### config.mk
export PLATFORM = sky130hd
export DESIGN_NAME = attack_resolver
export DESIGN_NICKNAME = d
export VERILOG_FILES = /design/src/rtl/attack_resolver.sv
export SDC_FILE = /design/constraint.sdc
export NUM_CORES = 1
export LEC_CHECK = 0
export ABC_AREA = 1
export BUFFER_PORTS_ARGS = -buffer_cell sky130_fd_sc_hd__clkbuf_2
export CORE_UTILIZATION = 35
export CTS_BUF_LIST = sky130_fd_sc_hd__clkbuf_4 sky130_fd_sc_hd__clkbuf_8
export DETAILED_ROUTE_END_ITERATION = 10
export PLACE_DENSITY = 0.63
export SYNTH_ARGS = -nofsm -noshare
export SYNTH_HDL_FRONTEND = slang
export SYNTH_SLANG_ARGS = --single-unit
### constraint.sdc
create_clock -name sys_clk -period 1.82 [get_ports sys_clk]
set_clock_uncertainty 0.15 [all_clocks]
set_input_delay 0.273 -clock sys_clk [delete_from_list [all_inputs] [get_ports sys_clk]]
set_output_delay 0.273 -clock sys_clk [all_outputs]
set_load 0.03 [all_outputs]
### src/rtl/attack_resolver.sv
// attack_resolver: per-frame hit arbiter between two player state generators.
// Waits for both generators to settle after a frame edge, evaluates kick/grab
// reach from the fighter gap, and latches the round result until reset.
// Optional build macro: ATTACK_RESOLVER_CLASH_COUNT_EN adds an 8-bit
// saturating clash counter output (clash_count).
// Player-state encodings and widths are parameters whose defaults match the
// shared game parameter set; override them at instantiation if that changes.
//
// state  | meaning
// IDLE   | waiting for a frame_clk rising edge
// WAIT   | frame started, waiting for both done_gen; a new frame edge restarts
// EVAL   | samples player inputs, registers hit1/hit2
// DECIDE | drives results and the frame_resolved / clash pulses
// OVER   | round decided, inputs ignored until reset
module attack_resolver #(
   parameter int PLAYER_WIDTH       = 32,
   parameter int STATE_DEPTH        = 3,
   parameter int POSITION_DEPTH     = 10,
   parameter int SPRITE_INDEX_DEPTH = 4,
   parameter logic [STATE_DEPTH-1:0] ST_KICK  = 3'd3,
   parameter logic [STATE_DEPTH-1:0] ST_BLOCK = 3'd4,
   parameter logic [STATE_DEPTH-1:0] ST_GRAB  = 3'd5,
   parameter logic [STATE_DEPTH-1:0] ST_WIN   = 3'd6,
   parameter logic [STATE_DEPTH-1:0] ST_LOSE  = 3'd7,
   parameter int KICK_ACTIVE_FIRST  = 2,
   parameter int KICK_ACTIVE_LAST   = 4,
   parameter int KICK_RANGE         = 24,
   parameter int GRAB_ACTIVE        = 3,
   parameter int GRAB_RANGE         = 8
) (
   input  logic                          sys_clk,
   input  logic                          reset,
   input  logic                          frame_clk,
   input  logic [STATE_DEPTH-1:0]        p1_state,
   input  logic [STATE_DEPTH-1:0]        p2_state,
   input  logic [SPRITE_INDEX_DEPTH-1:0] p1_index,
   input  logic [SPRITE_INDEX_DEPTH-1:0] p2_index,
   input  logic [POSITION_DEPTH-1:0]     p1_position,
   input  logic [POSITION_DEPTH-1:0]     p2_position,
   input  logic                          p1_done,
   input  logic                          p2_done,
   output logic                          p1_attack_connected,
   output logic                          p2_attack_connected,
   output logic                          round_over,
   output logic                          clash,
   output logic                          frame_resolved
`ifdef ATTACK_RESOLVER_CLASH_COUNT_EN
   ,
   output logic [7:0]                    clash_count
`endif
);

   localparam logic [2:0] IDLE   = 3'd0;
   localparam logic [2:0] WAIT   = 3'd1;
   localparam logic [2:0] EVAL   = 3'd2;
   localparam logic [2:0] DECIDE = 3'd3;
   localparam logic [2:0] OVER   = 3'd4;

   localparam logic [SPRITE_INDEX_DEPTH-1:0] KICK_FIRST_IDX = SPRITE_INDEX_DEPTH'(KICK_ACTIVE_FIRST);
   localparam logic [SPRITE_INDEX_DEPTH-1:0] KICK_LAST_IDX  = SPRITE_INDEX_DEPTH'(KICK_ACTIVE_LAST);
   localparam logic [SPRITE_INDEX_DEPTH-1:0] GRAB_IDX       = SPRITE_INDEX_DEPTH'(GRAB_ACTIVE);
   localparam logic [POSITION_DEPTH-1:0]     KICK_REACH     = POSITION_DEPTH'(KICK_RANGE);
   localparam logic [POSITION_DEPTH-1:0]     GRAB_REACH     = POSITION_DEPTH'(GRAB_RANGE);
   localparam logic [POSITION_DEPTH:0]       WIDTH_EXT      = (POSITION_DEPTH+1)'(PLAYER_WIDTH);

   logic [2:0] state_q, state_d;
   logic       frame_q;
   logic       frame_edge;
   logic       hit1_q, hit1_d;
   logic       hit2_q, hit2_d;
   logic       p1_conn_q, p1_conn_d;
   logic       p2_conn_q, p2_conn_d;
   logic       deciding;
   logic       p1_win;
   logic       p2_win;
   logic [POSITION_DEPTH:0]   gap_raw;
   logic [POSITION_DEPTH-1:0] gap;

   // A hit needs the attacker in an active frame of its move and the defender
   // still in play; only kicks can be blocked.
   function automatic logic hit_calc(
      input logic [STATE_DEPTH-1:0]        atk_state,
      input logic [SPRITE_INDEX_DEPTH-1:0] atk_index,
      input logic [STATE_DEPTH-1:0]        def_state,
      input logic [POSITION_DEPTH-1:0]     gap_px
   );
      logic kick_hit;
      logic grab_hit;
      logic def_live;
      def_live = (def_state != ST_WIN) && (def_state != ST_LOSE);
      kick_hit = (atk_state == ST_KICK) && (atk_index >= KICK_FIRST_IDX) &&
                 (atk_index <= KICK_LAST_IDX) && (gap_px <= KICK_REACH) &&
                 (def_state != ST_BLOCK);
      grab_hit = (atk_state == ST_GRAB) && (atk_index == GRAB_IDX) &&
                 (gap_px <= GRAB_REACH);
      return def_live && (kick_hit || grab_hit);
   endfunction

   // Gap between P1's right edge and P2's left edge; overlap clamps to zero.
   always_comb begin
      gap_raw = {1'b0, p2_position} - ({1'b0, p1_position} + WIDTH_EXT);
      gap     = gap_raw[POSITION_DEPTH] ? '0 : gap_raw[POSITION_DEPTH-1:0];
   end

   assign frame_edge = frame_clk & ~frame_q;
   assign deciding   = (state_q == DECIDE);
   assign p1_win     = deciding & hit1_q & ~hit2_q;
   assign p2_win     = deciding & hit2_q & ~hit1_q;

   // Results are visible during DECIDE so they appear two edges after done is
   // sampled; the sticky flops hold them from then on.
   assign p1_attack_connected = p1_conn_q | p1_win;
   assign p2_attack_connected = p2_conn_q | p2_win;
   assign round_over          = p1_attack_connected | p2_attack_connected;
   assign clash               = deciding & hit1_q & hit2_q;
   assign frame_resolved      = deciding;

   // Frame clock history for rising-edge detection.
   always_ff @(posedge sys_clk or negedge reset) begin
      if (!reset) frame_q <= 1'b0;
      else        frame_q <= frame_clk;
   end

   // Next-state and result logic.
   always_comb begin
      state_d   = state_q;
      hit1_d    = hit1_q;
      hit2_d    = hit2_q;
      p1_conn_d = p1_conn_q;
      p2_conn_d = p2_conn_q;
      case (state_q)
         IDLE: begin
            if (frame_edge) state_d = WAIT;
         end
         WAIT: begin
            // A fresh frame edge wins over done: the stale frame is dropped.
            if (frame_edge)             state_d = WAIT;
            else if (p1_done & p2_done) state_d = EVAL;
         end
         EVAL: begin
            hit1_d  = hit_calc(p1_state, p1_index, p2_state, gap);
            hit2_d  = hit_calc(p2_state, p2_index, p1_state, gap);
            state_d = DECIDE;
         end
         DECIDE: begin
            p1_conn_d = p1_conn_q | p1_win;
            p2_conn_d = p2_conn_q | p2_win;
            state_d   = (p1_win | p2_win) ? OVER : IDLE;
         end
         OVER:    state_d = OVER;
         default: state_d = IDLE;
      endcase
   end

   // FSM and result registers.
   always_ff @(posedge sys_clk or negedge reset) begin
      if (!reset) begin
         state_q   <= IDLE;
         hit1_q    <= 1'b0;
         hit2_q    <= 1'b0;
         p1_conn_q <= 1'b0;
         p2_conn_q <= 1'b0;
      end else begin
         state_q   <= state_d;
         hit1_q    <= hit1_d;
         hit2_q    <= hit2_d;
         p1_conn_q <= p1_conn_d;
         p2_conn_q <= p2_conn_d;
      end
   end

`ifdef ATTACK_RESOLVER_CLASH_COUNT_EN
   logic [7:0] clash_count_q, clash_count_d;

   // Saturating count of clash pulses.
   always_comb begin
      clash_count_d = clash_count_q;
      if (clash && (clash_count_q != 8'hFF)) clash_count_d = clash_count_q + 8'd1;
   end

   // Clash counter register.
   always_ff @(posedge sys_clk or negedge reset) begin
      if (!reset) clash_count_q <= 8'd0;
      else        clash_count_q <= clash_count_d;
   end

   assign clash_count = clash_count_q;
`endif

endmodule

==> flow_summary.json, run 1 <==
{
  "syn_avg_cell_area_sq_um": 6.19,
  "worstSetupStartpointType": "input pin",
  "powerDensity_nw_per_um2": 697,
  "hold_violations": 0,
  "synth_warnings": 0,
  "worst_r2r_path_depth": 5,
  "clock_path_buffers": 2,
  "synth_cells": 215,
  "place_ws_ns": -0.495,
  "cap_violations": 0,
  "setup_viol": 2,
  "grt_start_max_net_pins": 9,
  "final_area_sq_um": 1940,
  "dpl_cell_area_sq_um": 1760,
  "antennaDiodeCount": 0,
  "cts_buffers": 3,
  "num_rows": 22,
  "grt_use_total": 0.142,
  "path_class": "in2reg",
  "reg2reg_slack_ns": 0.50,
  "holdWs_ns": 0.0139,
  "grt_pass1_vias": 1206,
  "post-route-period-util": 1.11,
  "drtPass1Iterations": 4,
  "io_buffers": 43,
  "cts_tree": "built",
  "regArea_sq_um": 200,
  "whs_path_depth": 1,
  "max-vdd-ir-drop_mv": 0.278,
  "status": "finished, violations left",
  "areaGrowthSynthToFinish_pct": 46.0,
  "root_buffer": "clkbuf_8",
  "hp-class": "in2reg",
  "violations": "negative setup slack",
  "synth-seq-cells": 8,
  "yosys.area.top_type_share": 0.179,
  "r2r-start": "state_q[1]$_DFFE_PN0P_",
  "worstPathMaxFanout": 3,
  "critical_path.endpoint_type": "flip-flop",
  "tightestPinTransition_ns": 0.263,
  "critical_path.startpoint": "p2_position[1]",
  "vias_per_cell": 4.42,
  "htreeDepth": 1,
  "detail_route.wl_per_cell_um": 8.61,
  "maxSlewViolCount": 0,
  "grt_pass1_wl_mm": 4.69,
  "pin_count": 44,
  "antenna_found_initial": 0,
  "core-area_sq_um": 3660,
  "place_hpwl_mm": 2.32,
  "drcViolationCount": 0,
  "gp_congestion": 0.789,
  "ys_seq_area_frac": 0.150,
  "critical_path_arrival_ns": 2.04,
  "clkSinkCount": 8,
  "num_vias": 1428,
  "fp.dieH_um": 63.7,
  "critPathRequiredTime_ns": 1.83,
  "layout_commonest_cell": "inv_1",
  "fillers": 369,
  "reg2reg_to": "state_q[0]$_DFFE_PN0P_",
  "gr-total-overflow": 0,
  "die_area_sq_um": 4050,
  "rsz0062_at_grt": "true",
  "synth_area_leader_cell": "ha_1",
  "fin_nets": 336,
  "antenna_left": 0,
  "layout_common_cells": "50 x inv_1, 48 x nand2_1, 39 x clkbuf_2, 14 x nor2_1, 14 x nand2_2",
  "first_iter_violations": 32,
  "fmax_mhz": 494,
  "drt-total-wl_mm": 2.78,
  "syn-cell-area_sq_um": 1330,
  "die-width_um": 63.7,
  "crit_end": "hit1_q$_DFFE_PN0P_",
  "leakage_nw": 1.10,
  "fin_crit_ns": 2.02,
  "clkTransAtPathRegs_ns": 0.04,
  "synth.area.top_cells": "ha_1 18%, nand2_1 16%, dfrtp_1 15%",
  "multiInputGateArea_sq_um": 1090,
  "slew_headroom": 0.823,
  "start_util": 0.364,
  "layout-drive-gt1-share": 0.385,
  "clk_latency_ns": 0.23,
  "synth.net_count": 274,
  "yosysUniqueCellTypes": 26,
  "setup_ws_ns": -0.204
}
[worst max-delay path, stage by stage]
cell     delay [ns]
buf_6          0.10
ha_4           0.23
ha_4           0.16
fa_2           0.38
nand3_2        0.08
nand3_2        0.08
buf_4          0.14
xnor2_1        0.12
inv_1          0.07
o21ai_2        0.13
nand4_1        0.10
nand2_1        0.08
nand2_1        0.04
nand2_1        0.05
[stage by stage]
stage / TNS, ns / total power (W) / std cells / util
3_5_place_dp: -0.990 / 0.00104 / 315 / 0.481
5_1_grt: -0.663 / 0.00148 / 323 / 0.531
4_1_cts: -0.409 / 0.00128 / 320 / 0.504
2_1_floorplan: -0.632 / 0.000822 / 215 / -
6_report: -0.399 / 0.00135 / 323 / 0.531
3_3_place_gp: -0.978 / 0.00103 / 315 / 0.481
[flip-flops by register name, summed over array words and instances, names as in the netlist]
| name | cells |
|---|---|
| frame_q | 1 |
| hit1_q | 1 |
| hit2_q | 1 |
| p1_conn_q | 1 |
| p2_conn_q | 1 |
| state_q | 3 |
[power breakdown]
group / switching (W) / internal, W
clock network: 0.0000665 / 0.000143
logic: 0.000510 / 0.000378
registers: 0.0000294 / 0.000227
[area by class of cell]
cell class                      count  area share
Clock buffer                        3      0.0212
Inverter                           55       0.108
Multi-Input combinational cell    152       0.561
Sequential cell                     8       0.103
Tap cell                           48      0.0309
Timing Repair Buffer               57       0.176
[per-layer routing]
metal | up-vias | track usage | wire, um
li1 | 802 | - | -
met1 | 599 | 0.198 | 1400
met2 | 27 | 0.225 | 1290
met3 | 0 | 0.0236 | 89
met4 | 0 | 0.0341 | 0
met5 | - | 0 | 0
[synth_stat cells, drive strengths merged]
cell type and number:
nor4 3, nand4 9, or2 1, ha 19, nand2 63, inv 55
o211ai 1, nor3 5, a21oi 7, xnor2 2, nor2 17, fa 1
o31ai 2, nand3 16, o21ai 4, dfrtp 8, xor2 1, a21o 1
[how the worst min path moves through the flow]
stage                     startpoint                end  slack [ns]
after floorplan                reset  frame_q$_DFF_PN0_       -0.17
after global placement         reset  frame_q$_DFF_PN0_       -0.02
after detailed placement       reset  frame_q$_DFF_PN0_       -0.02
after CTS                  frame_clk  frame_q$_DFF_PN0_        0.01
after global routing       frame_clk  frame_q$_DFF_PN0_        0.02
final                      frame_clk  frame_q$_DFF_PN0_        0.01
[kinds of logic (layout without fill, tap and decap cells)]
logic type / count (synthesis) / in the layout / synth area share
AO/OA/AOI/OAI: 15 / 15 / 0.0695
XOR/XNOR: 3 / 3 / 0.0197
adder cells (fa/ha/maj): 20 / 20 / 0.194
buffers and inverters: 55 / 115 / 0.155
flip-flops: 8 / 8 / 0.150
AND/OR/NAND/NOR: 114 / 114 / 0.412
[repair_timing]
action | in CTS | in global routing
hold endpoints to repair | 8 | 0
hold buffers | 1 | 0
resized for setup | 4 | 19
setup endpoints to repair | 4 | 6
setup buffers | 1 | 3
pin swaps | 4 | 6
(Power assumes the default switching activity.)
==> inputs of run 2 (changes only) <==
CTS_BUF_LIST = sky130_fd_sc_hd__clkbuf_16   (was sky130_fd_sc_hd__clkbuf_4 sky130_fd_sc_hd__clkbuf_8)
==> run 2 against run 1 <==
Against the previous run:
- the flow still finishes with violations (negative setup slack)
- sequential share of layout area fell by 0.19 points
- clock power rose by 74%
- die area did not move
- critical path depth did not move
- global-route usage barely moved
- wire length fell by 0.40%
- first-iteration DRC count rose by 3.1%
- cell count did not move
- critical path type unchanged
- critical endpoint unchanged
- largest power group unchanged
- highest routed layer unchanged
==> flow_summary.json, run 2 (synthesized netlist as in run 1, its figures left out) <==
{
  "slew_headroom": 0.818,
  "post-route-period-util": 1.11,
  "grt_pass1_wl_mm": 4.70,
  "leakage_nw": 1.12,
  "clock_power_share": 0.241,
  "maxSlewViolCount": 0,
  "place_hpwl_mm": 2.32,
  "layout-drive-gt1-share": 0.382,
  "clkTransAtPathRegs_ns": 0.04,
  "areaGrowthSynthToFinish_pct": 48.7,
  "setup_viol": 2,
  "grt_pass1_vias": 1208,
  "holdWs_ns": 0.0111,
  "fmax_mhz": 495,
  "drt-total-wl_mm": 2.77,
  "detail_route.wl_per_cell_um": 8.58,
  "cp_common_cell": "nand2_1",
  "worstSetupStartpointType": "input pin",
  "num_rows": 22,
  "finish.utilization": 0.541,
  "grt_use_total": 0.142,
  "antenna_left": 0,
  "cap_violations": 0,
  "gr-total-overflow": 0,
  "die_area_sq_um": 4050,
  "io_buffers": 43,
  "critical_path.endpoint_type": "flip-flop",
  "tightestPinTransition_ns": 0.270,
  "fin_nets": 336,
  "gp_congestion": 0.789,
  "antennaDiodeCount": 0,
  "violations": "negative setup slack",
  "critPathRequiredTime_ns": 1.84,
  "start_util": 0.364,
  "regMostFlops": "state_q",
  "antenna_found_initial": 0,
  "rsz0062_at_grt": "true",
  "core-area_sq_um": 3660,
  "grt_start_max_net_pins": 9,
  "layout_commonest_cell": "inv_1",
  "pin_count": 44,
  "pwr-share-comb": 0.591,
  "htreeDepth": 1,
  "clkSinkCount": 8,
  "dpl_cell_area_sq_um": 1760,
  "power_frac_seq": 0.168,
  "cts_tree": "built",
  "drtPass1Iterations": 4,
  "clk_latency_ns": 0.23,
  "cp_cell_sequence": "buf_6, ha_4, ha_4, fa_2, nand3_2, nand3_2, buf_4, xnor2_1, inv_1, o21ai_2, nand4_1, nand2_1, nand2_1, nand2_1",
  "drcViolationCount": 0,
  "hold_violations": 0,
  "die-width_um": 63.7,
  "fin_crit_ns": 2.02,
  "largest_reg_flops": 3,
  "max-vdd-ir-drop_mv": 0.426,
  "p_switching_w": 0.000619,
  "num_vias": 1422,
  "layout_common_cells": "51 x inv_1, 48 x nand2_1, 38 x clkbuf_2",
  "vias_per_cell": 4.40,
  "critical_path_arrival_ns": 2.04,
  "cpMaxStageDelayCell": "fa_2",
  "setup_ws_ns": -0.201,
  "first_iter_violations": 33,
  "fp.dieH_um": 63.7,
  "path_class": "in2reg",
  "internal-power_w": 0.000894,
  "swShare": 0.409,
  "status": "finished, violations left",
  "p_total_w": 0.00151,
  "cp_slowest_stage_delay_ns": 0.38,
  "hp-class": "in2reg",
  "final_area_sq_um": 1980,
  "worstPathMaxFanout": 3,
  "root_buffer": "clkbuf_16",
  "clock_path_buffers": 2,
  "fin_setup_tns_ns": -0.393,
  "crit_buf_inv": 3,
  "fillers": 363,
  "cts_buffers": 3,
  "cpLargestDelayFamily": "adder cells",
  "powerDensity_nw_per_um2": 764
}
-- run 2: changes by cell type in the layout (fill, tap and decap cells not counted), sizes merged --
cell,previous run,this run
buf,17,18
clkbuf,42,41
-- run 2: final cells by class --
type,instances,area (sq um),share of cell area
inverter,55,209,0.106
multi-input combinational,152,1090,0.551
sequential,8,200,0.101
timing repair buffer,57,344,0.174
tap,48,60.1,0.0303
clock buffer,3,75.1,0.0379
-- run 2: power by group through the flow --
stage / registers [W] / logic, W / clock network (W)
finish: 0.000254 / 0.000894 / 0.000364
global route: 0.000261 / 0.00100 / 0.000379
global placement: 0.000255 / 0.000774 / 0
detailed placement: 0.000257 / 0.000782 / 0
floorplan: 0.000250 / 0.000571 / 0
CTS: 0.000256 / 0.000809 / 0.000371
-- run 2: path summary, 6_finish.rpt --
path                                          end  slack, ns  cells past startpoint                   start
hold reg to reg             p1_conn_q$_DFFE_PN0P_       0.31                      2   p1_conn_q$_DFFE_PN0P_
setup / recovery               hit1_q$_DFFE_PN0P_      -0.20                     14          p2_position[1]
setup reg to reg           state_q[0]$_DFFE_PN0P_       0.50                      5  state_q[2]$_DFFE_PN0P_
min in group asynchronous   p1_conn_q$_DFFE_PN0P_       0.28                      2                   reset
max in group asynchronous  state_q[1]$_DFFE_PN0P_       1.05                      2                   reset
hold / removal                  frame_q$_DFF_PN0_       0.01                      1               frame_clk
-- run 2: through the flow --
stage                     worst slack, ns  instances
after floorplan                    -0.217        215
after global placement             -0.489        315
after detailed placement           -0.495        315
after CTS                          -0.206        320
after global routing               -0.335        323
final                              -0.201        323
-- run 2: metal layers --
| metal | global-route usage | routed length, um | up-vias |
|---|---|---|---|
| li1 | - | - | 802 |
| met1 | 0.200 | 1410 | 599 |
| met2 | 0.225 | 1290 | 21 |
| met3 | 0.0236 | 75 | 0 |
| met4 | 0.0256 | 0 | 0 |
| met5 | 0 | 0 | - |
-- run 2: worst register-to-register path, stage by stage (launching register included) --
cell and delay [ns]:
dfrtp_1 0.41, inv_1 0.13, nand4_1 0.13, a21o_1 0.18
o31ai_1 0.08, o21ai_0 0.12
-- run 2: timing repair --
| action | CTS | global route |
|---|---|---|
| resized for setup | 4 | 21 |
| hold endpoints to repair | 8 | 0 |
| buffers inserted | 1 | 3 |
| hold buffers | 1 | 0 |
| setup endpoints to repair | 4 | 6 |
| pin swaps | 4 | 6 |
==> inputs of run 3 (changes only) <==
PLACE_DENSITY = 0.58   (was 0.63)
==> run 3 against run 2 <==
Against the previous run:
- the flow still finishes with violations (negative setup slack)
- first-iteration DRC count rose to 2.5 times the previous value
- via count grew 2.7%
- setup slack gained 0.058 ns
- critical path type unchanged
==> flow_summary.json, run 3 (synthesized netlist as in run 1, its figures left out) <==
{
  "layout_commonest_cell": "nand2_1",
  "tightestPinTransition_ns": 0.272,
  "path_class": "in2reg",
  "fin_cells": 322,
  "leakage_nw": 1.11,
  "fillers": 385,
  "drt-total-wl_mm": 2.79,
  "io_buffers": 43,
  "hold_violations": 0,
  "clkTransAtPathRegs_ns": 0.03,
  "clkSinkCount": 8,
  "drtPass1Iterations": 4,
  "status": "finished, violations left",
  "cap_violations": 0,
  "hp-class": "in2reg",
  "die-width_um": 63.7,
  "gr-total-overflow": 0,
  "grt_use_total": 0.148,
  "critical_path.startpoint": "p2_position[1]",
  "reg2reg_to": "state_q[0]$_DFFE_PN0P_",
  "hp-start": "frame_clk",
  "fmax_mhz": 510,
  "holdWs_ns": 0.0256,
  "cts_buffers": 3,
  "fp.dieH_um": 63.7,
  "worst_r2r_path_depth": 5,
  "gp_congestion": 0.805,
  "cp_slowest_stage_delay_ns": 0.36,
  "critical_path_arrival_ns": 1.98,
  "place_ws_ns": -0.484,
  "antenna_found_initial": 0,
  "worstSetupStartpointType": "input pin",
  "slew_headroom": 0.817,
  "antennaDiodeCount": 0,
  "htreeDepth": 1,
  "num_vias": 1461,
  "start_util": 0.364,
  "detail_route.wl_per_cell_um": 8.65,
  "antenna_left": 0,
  "clock_path_buffers": 2,
  "drcViolationCount": 0,
  "vias_per_cell": 4.54,
  "whs_path_depth": 1,
  "place_hpwl_mm": 2.36,
  "largest_reg_flops": 3,
  "max-vdd-ir-drop_mv": 0.418,
  "post-route-period-util": 1.08,
  "setup_viol": 2,
  "regMostFlops": "state_q",
  "fin_setup_tns_ns": -0.282,
  "worstPathMaxFanout": 4,
  "dp.cells": 315,
  "first_iter_violations": 84,
  "critical_path.endpoint_type": "flip-flop",
  "maxSlewViolCount": 0,
  "pin_count": 44,
  "cts_tree": "built",
  "violations": "negative setup slack",
  "rsz0062_at_grt": "true",
  "clk_latency_ns": 0.23,
  "whs_endpoint": "frame_q$_DFF_PN0_",
  "fin_nets": 335,
  "num_rows": 22,
  "setup_ws_ns": -0.142,
  "fin_crit_ns": 1.96,
  "reg2reg_slack_ns": 0.47,
  "cp_common_cell": "nand2_1",
  "critPathRequiredTime_ns": 1.84,
  "layout-drive-gt1-share": 0.387,
  "root_buffer": "clkbuf_16",
  "r2r-start": "state_q[2]$_DFFE_PN0P_",
  "grt_pass1_wl_mm": 4.89,
  "die_area_sq_um": 4050,
  "core-area_sq_um": 3660,
  "grt_start_max_net_pins": 9,
  "areaGrowthSynthToFinish_pct": 49.8,
  "cp_cell_sequence": "buf_6, ha_4, ha_4, fa_2, nand3_2, nand3_4, nand2_2, nand2_1, nand2_1, nand2_2, nor2_2, nand2_1, nand2_2, nand4_1, nand2_1, nand2_1, nand2_1",
  "grt_pass1_vias": 1260,
  "layout_common_cells": "50 x nand2_1, 48 x inv_1, 38 x clkbuf_2, 14 x nor2_1, 13 x buf_4",
  "cpMaxStageDelayCell": "fa_2",
  "powerDensity_nw_per_um2": 761
}
-- run 3: changes by cell type in the layout (fill, tap and decap cells not counted), moves of 2 or more --
cell	delta
inv_1	-3
inv_2	+3
nand2_1	+2
nand2_2	-2
-- run 3: power breakdown --
| part | switching (W) | leakage [nW] | internal [W] | total (W) |
|---|---|---|---|---|
| clock | 0.0000816 | 0.0370 | 0.000283 | 0.000364 |
| combinational | 0.000507 | 0.972 | 0.000390 | 0.000897 |
| sequential | 0.0000301 | 0.104 | 0.000227 | 0.000257 |
| total | 0.000619 | 1.11 | 0.000900 | 0.00152 |
-- run 3: how the worst max path moves through the flow --
stage / endpoint / slack (ns) / depth (start not counted)
6_report: hit2_q$_DFFE_PN0P_ / -0.14 / 17
3_3_place_gp: hit1_q$_DFFE_PN0P_ / -0.49 / 18
3_5_place_dp: hit2_q$_DFFE_PN0P_ / -0.48 / 18
2_1_floorplan: hit1_q$_DFFE_PN0P_ / -0.22 / 16
5_1_grt: hit2_q$_DFFE_PN0P_ / -0.37 / 17
4_1_cts: hit2_q$_DFFE_PN0P_ / -0.20 / 18
-- run 3: worst max-delay path: cells and delay by family --
family                     cells  cell delay, ns
and+or+nand+nor               13            0.85
adders and majority gates      3            0.75
buffers and inverters          1            0.10
-- run 3: cell type report --
| cell class | count | area (sq um) | area share |
|---|---|---|---|
| multi-input combinational | 152 | 1110 | 0.558 |
| clock buffer | 3 | 75.1 | 0.0376 |
| inverter | 55 | 209 | 0.105 |
| timing repair buffer | 56 | 337 | 0.169 |
| tap | 48 | 60.1 | 0.0301 |
| sequential | 8 | 200 | 0.100 |
-- run 3: per-layer routing --
| metal | track usage | vias up | share of wire |
|---|---|---|---|
| met2 | 0.247 | 33 | 0.44 |
| met4 | 0.0426 | 0 | 0.011 |
| met1 | 0.197 | 628 | 0.51 |
| li1 | - | 796 | - |
| met3 | 0.0163 | 4 | 0.036 |
| met5 | 0 | - | 0 |
-- run 3: timing repair --
action / 4_1_cts / 5_1_grt
gates resized for setup: 2 / 29
pin swaps: 3 / 5
setup buffers: 1 / 2
hold buffers: 1 / 0
hold endpoints to repair: 8 / 0
gates cloned: 0 / 0
setup endpoints to repair: 5 / 6
-- run 3: metrics by stage --
step / area [sq um] / total power (W) / util
final: 1990 / 0.00152 / 0.545
after detailed placement: 1760 / 0.00104 / 0.481
after global placement: 1760 / 0.00104 / 0.481
after global routing: 1990 / 0.00166 / 0.545
after floorplan: 1420 / 0.000822 / -
after CTS: 1860 / 0.00142 / 0.508
